==> src/rtl/score_keeper_if.sv <==
// Delivery-event bundle: one ball_valid pulse qualifies runs, wicket and extra.
interface score_keeper_if;
    logic       ball_valid;
    logic [2:0] ball_runs;
    logic       ball_wicket;
    logic       ball_extra;

    modport master (output ball_valid, ball_runs, ball_wicket, ball_extra);
    modport slave  (input  ball_valid, ball_runs, ball_wicket, ball_extra);
endinterface

==> src/rtl/score_keeper.sv <==
// Two-innings limited-overs scoreboard: counts runs, wickets, overs and balls,
// latches the innings-1 target and decides the match in innings 2.
module score_keeper #(
    parameter int MAX_OVERS      = 20,
    parameter int MAX_WICKETS    = 10,
    parameter int BALLS_PER_OVER = 6
) (
    input  logic                 clk,
    input  logic                 reset_n,
    score_keeper_if.slave        ball,
    input  logic                 next_inning,
    input  logic                 new_game,
    output logic [7:0]           binaryruns,
    output logic [3:0]           binarywickets,
    output logic [4:0]           overs,
    output logic [2:0]           balls,
    output logic                 inning,
    output logic                 inningOver,
    output logic                 gameOver,
    output logic                 winner,
    output logic                 tie
);
    typedef enum logic [1:0] {INN1, BREAK, INN2, DONE} state_t;

    localparam logic [2:0] LAST_BALL = 3'(BALLS_PER_OVER - 1);
    localparam logic [3:0] WKT_LIMIT = 4'(MAX_WICKETS);
    localparam logic [4:0] OVR_LIMIT = 5'(MAX_OVERS);

    state_t     state, state_nx;
    logic [7:0] target, target_nx;
    logic [7:0] runs_nx;
    logic [3:0] wickets_nx;
    logic [4:0] overs_nx;
    logic [2:0] balls_nx;
    logic       inning_nx, inning_over_nx, game_over_nx, winner_nx, tie_nx;

    logic [8:0] run_sum;
    logic [7:0] ev_runs;
    logic [3:0] ev_wickets;
    logic [4:0] ev_overs;
    logic [2:0] ev_balls;
    logic       ev_ok, limit;

    // Post-delivery counter values, used only when the event is accepted.
    always_comb begin
        run_sum    = {1'b0, binaryruns} + 9'(ball.ball_runs) + 9'(ball.ball_extra);
        ev_runs    = run_sum[8] ? 8'hFF : run_sum[7:0];
        ev_wickets = binarywickets + 4'(ball.ball_wicket);
        ev_overs   = overs;
        ev_balls   = balls;
        if (!ball.ball_extra) begin
            if (balls == LAST_BALL) begin
                ev_balls = '0;
                ev_overs = overs + 5'd1;
            end else begin
                ev_balls = balls + 3'd1;
            end
        end
        ev_ok = ball.ball_valid && (ball.ball_runs != 3'd7);
        limit = (ev_wickets == WKT_LIMIT) || (ev_overs == OVR_LIMIT);
    end

    always_comb begin
        state_nx       = state;
        target_nx      = target;
        runs_nx        = binaryruns;
        wickets_nx     = binarywickets;
        overs_nx       = overs;
        balls_nx       = balls;
        inning_nx      = inning;
        inning_over_nx = inningOver;
        game_over_nx   = gameOver;
        winner_nx      = winner;
        tie_nx         = tie;

        if (new_game) begin
            state_nx       = INN1;
            target_nx      = '0;
            runs_nx        = '0;
            wickets_nx     = '0;
            overs_nx       = '0;
            balls_nx       = '0;
            inning_nx      = 1'b0;
            inning_over_nx = 1'b0;
            game_over_nx   = 1'b0;
            winner_nx      = 1'b0;
            tie_nx         = 1'b0;
        end else begin
            unique case (state)
                INN1: begin
                    if (ev_ok) begin
                        runs_nx    = ev_runs;
                        wickets_nx = ev_wickets;
                        overs_nx   = ev_overs;
                        balls_nx   = ev_balls;
                        if (limit) begin
                            state_nx       = BREAK;
                            inning_over_nx = 1'b1;
                            target_nx      = ev_runs;
                        end
                    end
                end
                BREAK: begin
                    if (next_inning) begin
                        state_nx       = INN2;
                        runs_nx        = '0;
                        wickets_nx     = '0;
                        overs_nx       = '0;
                        balls_nx       = '0;
                        inning_nx      = 1'b1;
                        inning_over_nx = 1'b0;
                    end
                end
                INN2: begin
                    if (ev_ok) begin
                        runs_nx    = ev_runs;
                        wickets_nx = ev_wickets;
                        overs_nx   = ev_overs;
                        balls_nx   = ev_balls;
                        // Passing the target wins even if the same ball hits a limit.
                        if (ev_runs > target) begin
                            state_nx     = DONE;
                            game_over_nx = 1'b1;
                            winner_nx    = 1'b1;
                        end else if (limit) begin
                            state_nx     = DONE;
                            game_over_nx = 1'b1;
                            tie_nx       = (ev_runs == target);
                        end
                    end
                end
                DONE: ;
                default: state_nx = INN1;
            endcase
        end
    end

    always_ff @(posedge clk or negedge reset_n) begin
        if (!reset_n) begin
            state         <= INN1;
            target        <= '0;
            binaryruns    <= '0;
            binarywickets <= '0;
            overs         <= '0;
            balls         <= '0;
            inning        <= 1'b0;
            inningOver    <= 1'b0;
            gameOver      <= 1'b0;
            winner        <= 1'b0;
            tie           <= 1'b0;
        end else begin
            state         <= state_nx;
            target        <= target_nx;
            binaryruns    <= runs_nx;
            binarywickets <= wickets_nx;
            overs         <= overs_nx;
            balls         <= balls_nx;
            inning        <= inning_nx;
            inningOver    <= inning_over_nx;
            gameOver      <= game_over_nx;
            winner        <= winner_nx;
            tie           <= tie_nx;
        end
    end
endmodule

==> src/flat_wrapper.sv <==
// flat-port wrapper written by rule: the top's interface ports become plain ports
module score_keeper_flat 
#(
    parameter int MAX_OVERS      = 20,
    parameter int MAX_WICKETS    = 10,
    parameter int BALLS_PER_OVER = 6
)
  (clk, reset_n, next_inning, new_game, binaryruns, binarywickets, overs, balls, inning, inningOver, gameOver, winner, tie, ball_ball_valid, ball_ball_runs, ball_ball_wicket, ball_ball_extra);
  score_keeper_if ball_i ();
  input  logic clk;
  input  logic reset_n;
  input  logic next_inning;
  input  logic new_game;
  output logic [7:0] binaryruns;
  output logic [3:0] binarywickets;
  output logic [4:0] overs;
  output logic [2:0] balls;
  output logic inning;
  output logic inningOver;
  output logic gameOver;
  output logic winner;
  output logic tie;
  input wire logic [$bits(ball_i.ball_valid)-1:0] ball_ball_valid;
  input wire logic [$bits(ball_i.ball_runs)-1:0] ball_ball_runs;
  input wire logic [$bits(ball_i.ball_wicket)-1:0] ball_ball_wicket;
  input wire logic [$bits(ball_i.ball_extra)-1:0] ball_ball_extra;
  assign ball_i.ball_valid = ball_ball_valid;
  assign ball_i.ball_runs = ball_ball_runs;
  assign ball_i.ball_wicket = ball_ball_wicket;
  assign ball_i.ball_extra = ball_ball_extra;
  score_keeper #(.MAX_OVERS(MAX_OVERS), .MAX_WICKETS(MAX_WICKETS), .BALLS_PER_OVER(BALLS_PER_OVER)) u_core (.clk(clk), .reset_n(reset_n), .ball(ball_i), .next_inning(next_inning), .new_game(new_game), .binaryruns(binaryruns), .binarywickets(binarywickets), .overs(overs), .balls(balls), .inning(inning), .inningOver(inningOver), .gameOver(gameOver), .winner(winner), .tie(tie));
endmodule
==> config.mk <==
export PLATFORM = sky130hd
export DESIGN_NAME = score_keeper_flat
export DESIGN_NICKNAME = d
export VERILOG_FILES = /design/src/rtl/score_keeper_if.sv /design/src/rtl/score_keeper.sv /design/src/flat_wrapper.sv
export SDC_FILE = /design/constraint.sdc
export NUM_CORES = 1
export LEC_CHECK = 0
export ABC_AREA = 1
export CAP_MARGIN = 30
export CORE_MARGIN = 10
export CORE_UTILIZATION = 40
export DETAILED_ROUTE_END_ITERATION = 10
export GPL_TIMING_DRIVEN = 0
export SLEW_MARGIN = 20
export SYNTH_ARGS = -nofsm -noshare
export SYNTH_HDL_FRONTEND = slang
export SYNTH_SLANG_ARGS = --single-unit
==> constraint.sdc <==
create_clock -name clk -period 3.2 [get_ports clk]
set_input_delay 0.64 -clock clk [delete_from_list [all_inputs] [get_ports clk]]
set_output_delay 0.64 -clock clk [all_outputs]
set_load 0.005 [all_outputs]
## Word level (Yosys, flattened, before mapping)

Cells that the tools add are included.

| operators by class | value |
|---|---|
| add/sub/neg operators | 5 |
| multiply operators | 0 |
| div/mod/pow operators | 0 |
| magnitude comparators | 1 |
| eq/ne operators | 15 |
| shift-type cells | 0 |
| muxes and demuxes | 54 |
| bitwise logic cells | 0 |
| reduce and logical (&&, ||, !) cells | 24 |

Operators with widths:

| cell | number |
|---|---|
| $mux 8 | 8 |
| $mux 5 | 5 |
| $mux 1 | 20 |
| $pmux 8 s2 | 1 |
| $mux 3 | 5 |
| $mux 2 | 7 |
| $reduce_bool 2->1 | 7 |
| $mux 4 | 3 |
| $reduce_and 3->1 | 4 |
| $reduce_and 4->1 | 3 |
| $pmux 5 s2 | 1 |
| $add 8x3->9 | 1 |
| $add 9x1->9 | 1 |
| $ne 3x2->1 const B | 3 |
| $ne 3x3->1 const B | 3 |
| $reduce_bool 3->1 | 3 |
| $eq 8x8->1 | 1 |
| $gt 8x8->1 | 1 |
| $pmux 4 s2 | 1 |
| $pmux 2 s3 | 1 |
| $pmux 3 s2 | 1 |
| $reduce_and 6->1 | 1 |
| $add 5x1->5 const B | 1 |
| $eq 5x5->1 const B | 1 |
| other kinds (16) | 16 |

| storage, ports and cells | value |
|---|---|
| register bits | 35 |
| latch bits | 0 |
| RAM bits | 0 |
| bits in read-only memories | 0 |
| bits of input ports | 10 |
| output and inout port bits | 25 |
| logic and storage cells | 110 |
| memories | 0 |

## Depth between registers and ports, before layout

| logic depth | value |
|---|---|
| word-level depth | 10 |
| gate-level depth with buffers | 26 |
| gate-level depth less buffers | 26 |

## Worst setup path after synthesis

OpenSTA, ideal clock, no wires.

| path | value |
|---|---|
| path kind | input-to-reg |
| start point | in ball_ball_extra |
| end point | reg u_core.state[0] |
| library setup time | 0.117 ns |
| arrival | 3.296 ns |
| required time | 3.083 ns |
| slack | -0.212 ns |
| stages on the path | 26 |
| path buffers | 0 |
| path through | fa_1 > fa_1 > nand2_1 > inv_2 > nor2_1 > nor3_1 > inv_1 > nor2_1 > nand2_1 > inv_2 > nor2_1 > inv_1 > ha_1 > inv_1 > o21bai_1 > nand2_1 > nand2_1 > nand2_1 > nand2_1 > a21oi_1 > nand3_1 > nand2_1 > nand2_1 > nand2_1 > nand2_1 > nand2_1 |

| between the ends | value |
|---|---|
| longest elaborated chain between the ends | 7 |
| elaborated cells on any way between the ends | 13 |
| classes of those cells | add/sub: 1; order compare: 1; eq/ne: 3; mux: 6; reduce/logical: 2 |

Ends and longest elaborated chain:

| item | line | source |
|---|---|---|
| from (decl) | flat_wrapper.sv:26 | `input wire logic [$bits(ball_i.ball_extra)-1:0] ball_ball_extra;` |
| $add 9x1->9 | score_keeper.sv:46 | `run_sum = {1'b0, binaryruns} + 9'(ball.ball_runs) + 9'(ball.ball_extra);` |
| $mux 8 | score_keeper.sv:47 | `ev_runs = run_sum[8] ? 8'hFF : run_sum[7:0];` |
| $gt 8x8->1 | score_keeper.sv:121 | `if (ev_runs > target) begin` |
| $mux 2 | score_keeper.sv:121 |  |
| $mux 2 | score_keeper.sv:115 | `if (ev_ok) begin` |
| $pmux 2 s3 | score_keeper.sv:89 | `unique case (state)` |
| $mux 2 | score_keeper.sv:76 | `if (new_game) begin` |
| to (signal assigned) | score_keeper.sv:152 | `state <= state_nx;` |
| to (decl) | score_keeper.sv:29 | `state_t state, state_nx;` |

Parallel ways exist; a longest one is shown, timed or not. The select of a mux whose other input is x is not followed.
A chain may end at the register's enable or synchronous reset.

## Worst setup path in the final report

| path | value |
|---|---|
| start point | in ball_ball_extra |
| end point | reg u_core.gameOver |

| between the ends | value |
|---|---|
| longest elaborated chain between the ends | 7 |
| elaborated cells on any way between the ends | 12 |
| classes of those cells | add/sub: 1; order compare: 1; eq/ne: 1; mux: 6; reduce/logical: 3 |

Ends and longest elaborated chain:

| item | line | source |
|---|---|---|
| $add 9x1->9 | score_keeper.sv:46 |  |
| $mux 8 | score_keeper.sv:47 |  |
| $gt 8x8->1 | score_keeper.sv:121 |  |
| $mux 1 | score_keeper.sv:121 |  |
| $mux 1 | score_keeper.sv:115 |  |
| $mux 1 | score_keeper.sv:89 |  |
| $mux 1 | score_keeper.sv:76 |  |
| to (signal assigned) | score_keeper.sv:160 | `gameOver <= game_over_nx;` |
| to (decl) | score_keeper.sv:19 | `output logic gameOver,` |

Parallel ways exist; a longest one is shown, timed or not. The select of a mux whose other input is x is not followed.

==> metrics.csv <==
metric,value,unit
clock_insertion_delay_worst_skew,0.29,ns
setup.reg_to_reg.worst_slack,0.13,ns
proportion_of_layout_cells_with_a_drive_suffix_above_1,22.1,%
synthDominantAreaCellType,dfrtp_1,
critPathKind,input pin to flop,
numClockSinks,35,
post_synth_net_total,322,
synthCells,294,
detail_route.wl_per_cell,13.2,um
grt_usage,13.2,%
worst_setup_path_end_kind,flop,
final_antenna_violating_net_count,0,
finalCritPeriodShare,98.8,%
cap_viol_max_count,0,
critPathMaxStageDelay,0.39,ns
routabilityCongestion,0.860,
cts-root-buf,clkbuf_8,
timing.clock.skew,0.00703,ns
post-route-util,55.3,%
cp.required,3.37,ns
routed_wl,5560,um
die_area,8960,um2
fmax,316,MHz
power.static_leakage,1.45,nW
synthesis.area,2230,um2
power-per-cell-area,597,nW/um2
drc,0,
first_global_vias,2047,
yosys-top-cells-count,"nand2_1, inv_1, dfrtp_1",
multi_input_comb_area,1330,um2
grt_setup_unrepaired,true,
placement_rows,27,
crit_path_frequent_cell,inv_2,
timing.hold.ws,0.291,ns
ff_latch_area,876,um2
finalSetupViolations,0,
worst-path-max-fanout,5,
regToRegStartpoint,u_core.binaryruns[0],
tritoncts_clock_tree,done,
dr.pass1.iters,4,
hold_class,input pin to async pin,
dominantRegCellSynth,dfrtp_1,
post_synth_main_area_contributors,"dfrtp_1, nand2_1, ha_1",
slew_violations,0,
synth.avg_cell_area,7.58,um2
p_total,0.00181,W
fillers,522,
crit_path_cell_trace,buf_8 -> fa_2 -> fa_2 -> nand2_2 -> inv_2 -> nor2_4 -> nor3_2 -> inv_2 -> nor2_4 -> nand2_4 -> buf_4 -> o21ai_2 -> ha_4 -> nand2_1 -> inv_2 -> nand4_1 -> a21oi_2 -> nand3_1 -> buf_4 -> a21oi_2 -> nor2_1,
port_buffers,34,
critPathLaunch,ball_ball_extra,
dieWidth,94.7,um
nets,375,
ys_ff_latch,35,
synthArstFlopShare,100,%
timing.critical_path.from_type,input pin,
maxSlewHeadroom,66.0,%
setup-tns-final,0,ns
crit-reg2reg-capture,u_core.gameOver,
drt_first_iter_violations,84,
number_of_synthesized_flops_with_an_enable_pin,0,
dpl.hpwl,4230,um
floorplan.core_area,5470,um2
insertedDiodeCount,0,
netlist-cell-type-count,32,
path_clk_slew,0.07,ns
finalWorstPathRequiredPeriod,3.16,ns
detailroute.via_count,2049,
clock_tree.buffer_depth,2,
worst_pin_slew,0.510,ns
post_drt_via_cell_ratio,4.88,
ys.warnings.count,0,
grt_pass1_wl,9470,um
cts_htree_levels,2,
synth_top_area_share,39.3,%
status,finished clean,
layout-area-overhead-vs-synth,35.8,%
grt_max_degree,20,
cp.arrival,3.33,ns
timing_hold_violations_final,0,
slowest_stage,fa_2,
synth_sequential_area_ratio,39.3,%
rr_worst_depth,20,
gr-total-overflow,0,
cts_made_buffers,5,
ioPinCount,35,
worst_ir_drop_vdd,411,uV
synthMostInstantiatedCell,nand2_1,
initial_core_util,40.7,%
die_height,94.7,um
number_of_antenna_violations_at_the_first_check_in_global_routing,0,
==> stage by stage <==
step                      cell area (um2)  cells  worst slack, ns
after floorplan                      2240    294         -0.00324
after detailed placement             2700    401           -0.943
after global routing                 3030    420           -0.188
after global placement               2680    400           -0.944
after CTS                            2890    415        -0.000241
final                                3030    420           0.0384
==> routing by layer <==
| layer | track usage [%] | wire [um] | share of wire [%] |
|---|---|---|---|
| met1 | 16.4 | 2500 | 45 |
| met3 | 4.84 | 325 | 5.8 |
| met4 | 3.99 | 63 | 1.1 |
| met2 | 20.8 | 2680 | 48 |
| met5 | 0 | 0 | 0 |
==> how the worst max path moves through the flow <==
stage                                  to  slack (ns)  cells past startpoint
after CTS                 u_core.state[1]     -0.0002                     26
after global routing      u_core.state[1]       -0.19                     27
final                     u_core.gameOver        0.04                     21
after global placement    u_core.state[1]       -0.94                     27
after floorplan           u_core.state[0]      -0.003                     26
after detailed placement  u_core.state[0]       -0.94                     21
==> cells in the final DEF, fill, tap and decap left out, types with 3 or more instances in the layout <==
cell / count
o21ai_2: 3
nor2_2: 4
buf_4: 11
inv_1: 38
a21oi_1: 8
nand4_1: 7
clkbuf_8: 5
nand2_2: 10
o21ai_1: 12
a21oi_2: 4
o22ai_1: 6
nor2_4: 6
clkdlybuf4s50_1: 29
ha_1: 12
inv_2: 11
nand2_1: 67
ha_4: 4
nand3_1: 17
dfrtp_1: 35
nor2_1: 22
==> power breakdown <==
group | switching, W | leakage (nW) | internal, W
Sequential | 0.0000694 | 0.479 | 0.000508
Combinational | 0.000508 | 0.925 | 0.000406
Clock | 0.000165 | 0.0412 | 0.000152
==> repair_timing <==
item | CTS | global route
setup buffers | 6 | 5
pin swaps | 9 | 10
endpoints found under the setup margin | 5 | 5
hold buffers | 0 | 0
gates resized for setup | 31 | 20
==> registers in the layout, summed over array words and instances, names as in the netlist, 2 cells and up <==
register,cells
u_core.balls,3
u_core.binaryruns,8
u_core.target,8
u_core.overs,5
u_core.binarywickets,4
u_core.state,2
==> kinds of logic (layout without fill, tap and decap cells) <==
logic type | count (synthesis) | after routing | share of synthesized area, %
AND/OR/NAND/NOR | 144 | 144 | 29.2
AO/OA/AOI/OAI | 42 | 42 | 10.9
buffers and inverters | 53 | 107 | 8.98
flip-flops | 35 | 35 | 39.3
adder cells (fa/ha/maj) | 18 | 18 | 10.8
XOR/XNOR | 2 | 2 | 0.786
==> worst max-delay path: cells and delay by family <==
kind / cells / cell delay [ns]
simple gates: 9 / 0.73
fa+ha+maj: 3 / 1.04
compound gates: 3 / 0.36
buf+inv: 6 / 0.54
==> cell type report <==
| cell class | instances | share of cell area, % |
|---|---|---|
| clock inverter | 2 | 0.413 |
| buffer | 2 | 0.289 |
| sequential | 35 | 28.9 |
| clock buffer | 6 | 2.40 |
| multi-input combinational | 206 | 43.8 |
| timing repair buffer | 46 | 14.8 |
| inverter | 51 | 6.40 |
| tap | 72 | 2.98 |
Power figures use the tool's default switching activity.
==> RTL edit 1: new RTL, same flow settings <==
Make the reset (`reset_n`) synchronous in one clocked block.
--- a/src/rtl/score_keeper.sv
+++ b/src/rtl/score_keeper.sv
@@ -135,7 +135,7 @@
         end
     end
 
-    always_ff @(posedge clk or negedge reset_n) begin
+    always_ff @(posedge clk) begin
         if (!reset_n) begin
             state         <= INN1;
             target        <= '0;
Function: differs if reset_n is asserted again (counterexample within 4 cycles, from zero or initial values and one cycle with reset_n low); with reset_n held inactive, the same outputs for 10 cycles.
==> RTL edit 1 against the unedited design <==
Area after synthesis is 0.67% lower. Wire length is 5.3% higher. Setup slack better by 110 ps. Sequential cell count stayed put. Count of clock-buffer cells in the layout is 1 higher. Die area is 0.53% lower. Synthesized cell count is 11% higher. Final cell count is 8.1% higher. Cell area is 0.79% higher. Largest cell class unchanged. Highest routed layer unchanged.
Power is not compared: it rests on default switching activity, and its combinational part moved more than twofold at a synthesized area within 25%.
==> RTL edit 1: results (changes against the unedited design) <==
outcome:
  run_status: "finished clean"  # unchanged
hold_path:
  min_to: "u_core.winner"
  hold_path_class: "reg -> reg"  # was in -> async
setup_path:
  cp_max_fo: 4  # was 5
  critPathTopFamily: "simple AND/OR/NAND/NOR gates"  # was adder cells
  reg2regPathDepth: 26  # was 20
  crit_end: "u_core.state[0]"  # was u_core.gameOver
  worst_ep_arrival_time_ps: 3240  # was 3330 ps
  rrSetupSlack_ps: 250  # was 130 ps
logic_synthesis:
  ys_seq_area_share_pct: 31.6  # was 39.3%
  async_flop_share_pct: 0  # was 100%
  synth_ff_type: "dfxtp_1"  # was dfrtp_1
  synthTopCellsByArea: "dfxtp_1 (32%), nand2_1 (14%), ha_1 (10%)"  # was dfrtp_1 (39%), nand2_1 (12%), ha_1 (9.0%)
  synth.distinct_cells: 36  # was 32
  synthesis.nets: 357  # was 322
route:
  drt-wirelength-per-cell_microns: 12.9  # was 13.2 microns
  vias: 2169  # was 2,049
  first_iter_violations: 97  # was 84
  route.detailed.drc: 0  # unchanged
  wl_met3_microns: 275  # was 325 microns
  vias_per_cell: 4.78  # was 4.88
  wl_met2_mm: 2.81  # was 2.68 mm
  routedLengthMet1_mm: 2.66  # was 2.50 mm
clocking:
  cts_setup_buffers: 8  # was 6
placement:
  hpwl_mm: 4.27  # was 4.23 mm
  gp_congestion: 0.796  # was 0.860
  place_area_sq_um: 2650  # was 2700 sq um
  dpl.cell_count: 433  # was 401
  place_ws_ps: -1170  # was -943 ps
global_route:
  grtUsageMet2_pct: 22.7  # was 20.8%
  grtUsageTotal_pct: 13.6  # was 13.2%
  gr-usage-met3_pct: 3.49  # was 4.84%
  use_met1_pct: 16.2  # was 16.4%
  grt_pass1_wl_mm: 9.76  # was 9.47 mm
  grt_max_degree: 11  # was 20
sta:
  layout_setup_ws_ps: 148  # was 38.4 ps
  slew_headroom_pct: 57.7  # was 66.0%
  fin_skew_ps: 6.88  # was 7.03 ps
cells_and_area:
  multi_input_area_sq_um: 1490  # was 1330 sq um
  drive_above_1_share_pct: 23.6  # was 22.1%
  fillers: 509  # was 522
==> RTL edit 1: final cells by class <==
type                       instances  area share (%)
tap                               72            2.95
clock buffer                       7            2.50
clock inverter                     1           0.164
timing repair buffer              47            14.7
sequential                        35            23.0
buffer                             5           0.820
inverter                          54            6.89
multi-input combinational        233            49.0
==> RTL edit 1: cells by family after synthesis <==
group	after synthesis	share of synthesized area [%]
flip-flops	35	31.6
AND/OR/NAND/NOR	159	32.1
XOR/XNOR	3	1.19
adder cells (fa/ha/maj)	20	12.0
buffers and inverters	59	10.4
AO/OA/AOI/OAI	51	12.7
==> RTL edit 1: through the flow <==
step	total power (uW)	setup TNS [ps]	hold slack [ps]
2_1_floorplan	522	0	447
3_3_place_gp	564	-5320	444
3_5_place_dp	565	-5710	450
4_1_cts	885	0	461
5_1_grt	962	-33.2	478
6_report	911	0	454
==> RTL edit 1: report_power, final <==
part | switching (uW) | internal (uW)
sequential | 3.14 | 438
clock | 160 | 153
combinational | 86.0 | 70.7
==> RTL edit 2: new RTL, same settings <==
Without the edit above. `MAX_OVERS` is set to 20 in 2 places; all go to 10.
--- a/src/rtl/score_keeper.sv
+++ b/src/rtl/score_keeper.sv
@@ -1,7 +1,7 @@
 // Two-innings limited-overs scoreboard: counts runs, wickets, overs and balls,
 // latches the innings-1 target and decides the match in innings 2.
 module score_keeper #(
-    parameter int MAX_OVERS      = 20,
+    parameter int MAX_OVERS      = 10,
     parameter int MAX_WICKETS    = 10,
     parameter int BALLS_PER_OVER = 6
 ) (
--- a/src/flat_wrapper.sv
+++ b/src/flat_wrapper.sv
@@ -1,7 +1,7 @@
 // flat-port wrapper written by rule: the top's interface ports become plain ports
 module score_keeper_flat 
 #(
-    parameter int MAX_OVERS      = 20,
+    parameter int MAX_OVERS      = 10,
     parameter int MAX_WICKETS    = 10,
     parameter int BALLS_PER_OVER = 6
 )
Formal check against the unedited RTL: same outputs for any inputs over 10 cycles, from zero or initial values and one cycle with reset_n low; that may be too few to reach the edited logic, so the function may still have changed.
==> RTL edit 2 against the unedited design <==
The run now ends with negative setup slack left. Non-clock buffer count is 7 higher. Fmax is 1.9% lower. Wire length is 11% higher. Setup slack worse by 60 ps. Utilization is 3.5 points higher. Clock skew is 1.0 ps lower. Sequential cell count stayed put. First-iteration DRC count is 8.3% higher. Cell area is 6.3% higher. Worst hold slack worse by 19 ps. Area after synthesis is 1.0% higher. Total power is 8.9% higher. Critical path type unchanged. Critical endpoint is now u_core.state[0]. Largest cell class unchanged. Highest routed layer unchanged.
==> RTL edit 2: results (changes against the unedited design) <==
cells_and_area:
  nets: 379  # was 375
  areaGrowthSynthToFinish_pct: 42.9  # was 35.8%
  n_antenna_cell: 0  # unchanged
  drive_above_1_share_pct: 26.7  # was 22.1%
  fillers: 492  # was 522
placement:
  place_area_sq_um: 2710  # was 2700 sq um
  place_ws_ps: -989  # was -943 ps
  dpl.cell_count: 400  # was 401
  gp_congestion: 0.847  # was 0.860
global_route:
  grtUsageMet2_pct: 24.3  # was 20.8%
  gr-usage-met3_pct: 5.18  # was 4.84%
  use_met1_pct: 16.4  # about the same
  grtUsageTotal_pct: 14.3  # was 13.2%
  grt_max_degree: 21  # was 20
  grt_pass1_vias: 2219  # was 2,047
  grt_pass1_wl_mm: 10.3  # was 9.47 mm
route:
  first_iter_violations: 91  # was 84
  vias_per_cell: 5.02  # was 4.88
  vias: 2129  # was 2,049
outcome:
  run_status: "finished with violations"  # was finished clean
  violations: "negative setup slack"
power_and_ir_drop:
  swShare_pct: 40.6  # was 41.1%
  seq_power_uw: 576  # was 577 uW
  seq_power_share_pct: 29.2  # was 31.9%
  comb_cell_power_uw: 1030  # was 914 uW
  ir_worst_vdd_uv: 418  # was 411 uV
logic_synthesis:
  synthTopCellsByArea: "dfrtp_1 (39%), nand2_1 (9.8%), ha_1 (8.9%)"  # was dfrtp_1 (39%), nand2_1 (12%), ha_1 (9.0%)
  synthTopCellsByCount: "nand2_1 (59), inv_1 (48), dfrtp_1 (35)"  # was nand2_1 (74), inv_1 (41), dfrtp_1 (35)
  synthesis.nets: 321  # was 322
  ys_seq_area_share_pct: 38.9  # was 39.3%
  syn-instance-count: 293  # was 294
  synth.distinct_cells: 31  # was 32
sta:
  slew_headroom_pct: 58.2  # was 66.0%
  fin_skew_ps: 6.01  # was 7.03 ps
  setup_viol: 2  # was 0
  layout_setup_ws_ps: -21.9  # was 38.4 ps
  setup-tns-final_ps: -34.1  # was 0 ps
  holdWs_ps: 271  # was 291 ps
setup_path:
  worst_ep_arrival_time_ps: 3460  # was 3330 ps
  cp_max_fo: 3  # was 5
  slowest_delay_ps: 430  # was 390 ps
[RTL edit 2: cell types whose count changed in the layout (fill, tap and decap cells not counted), sizes merged, moves of 2 or more]
cell	change
a21o	+2
clkinv	-2
clkbuf	+2
nand4	-2
nor2	-4
nand2	-15
o21a	-2
o21ai	+9
nand3	+11
buf	+7
or2	+2
[RTL edit 2: final cells by class]
| class | count | share of cell area, % |
|---|---|---|
| timing repair buffer | 51 | 15.0 |
| multi-input combinational | 203 | 45.0 |
| clock buffer | 8 | 3.11 |
| sequential | 35 | 27.2 |
| buffer | 4 | 0.777 |
| tap | 72 | 2.80 |
| inverter | 51 | 6.10 |
[RTL edit 2: cell families (layout without fill, tap and decap cells)]
group	count (synthesis)	in the layout	share of synthesized area, %
adders and majority gates	18	18	10.7
buffers and inverters	55	114	9.61
AOI/OAI and AO/OA	50	50	13.3
DFF	35	35	38.9
and+or+nand+nor	133	133	26.8
xor gates and xnor gates	2	2	0.778
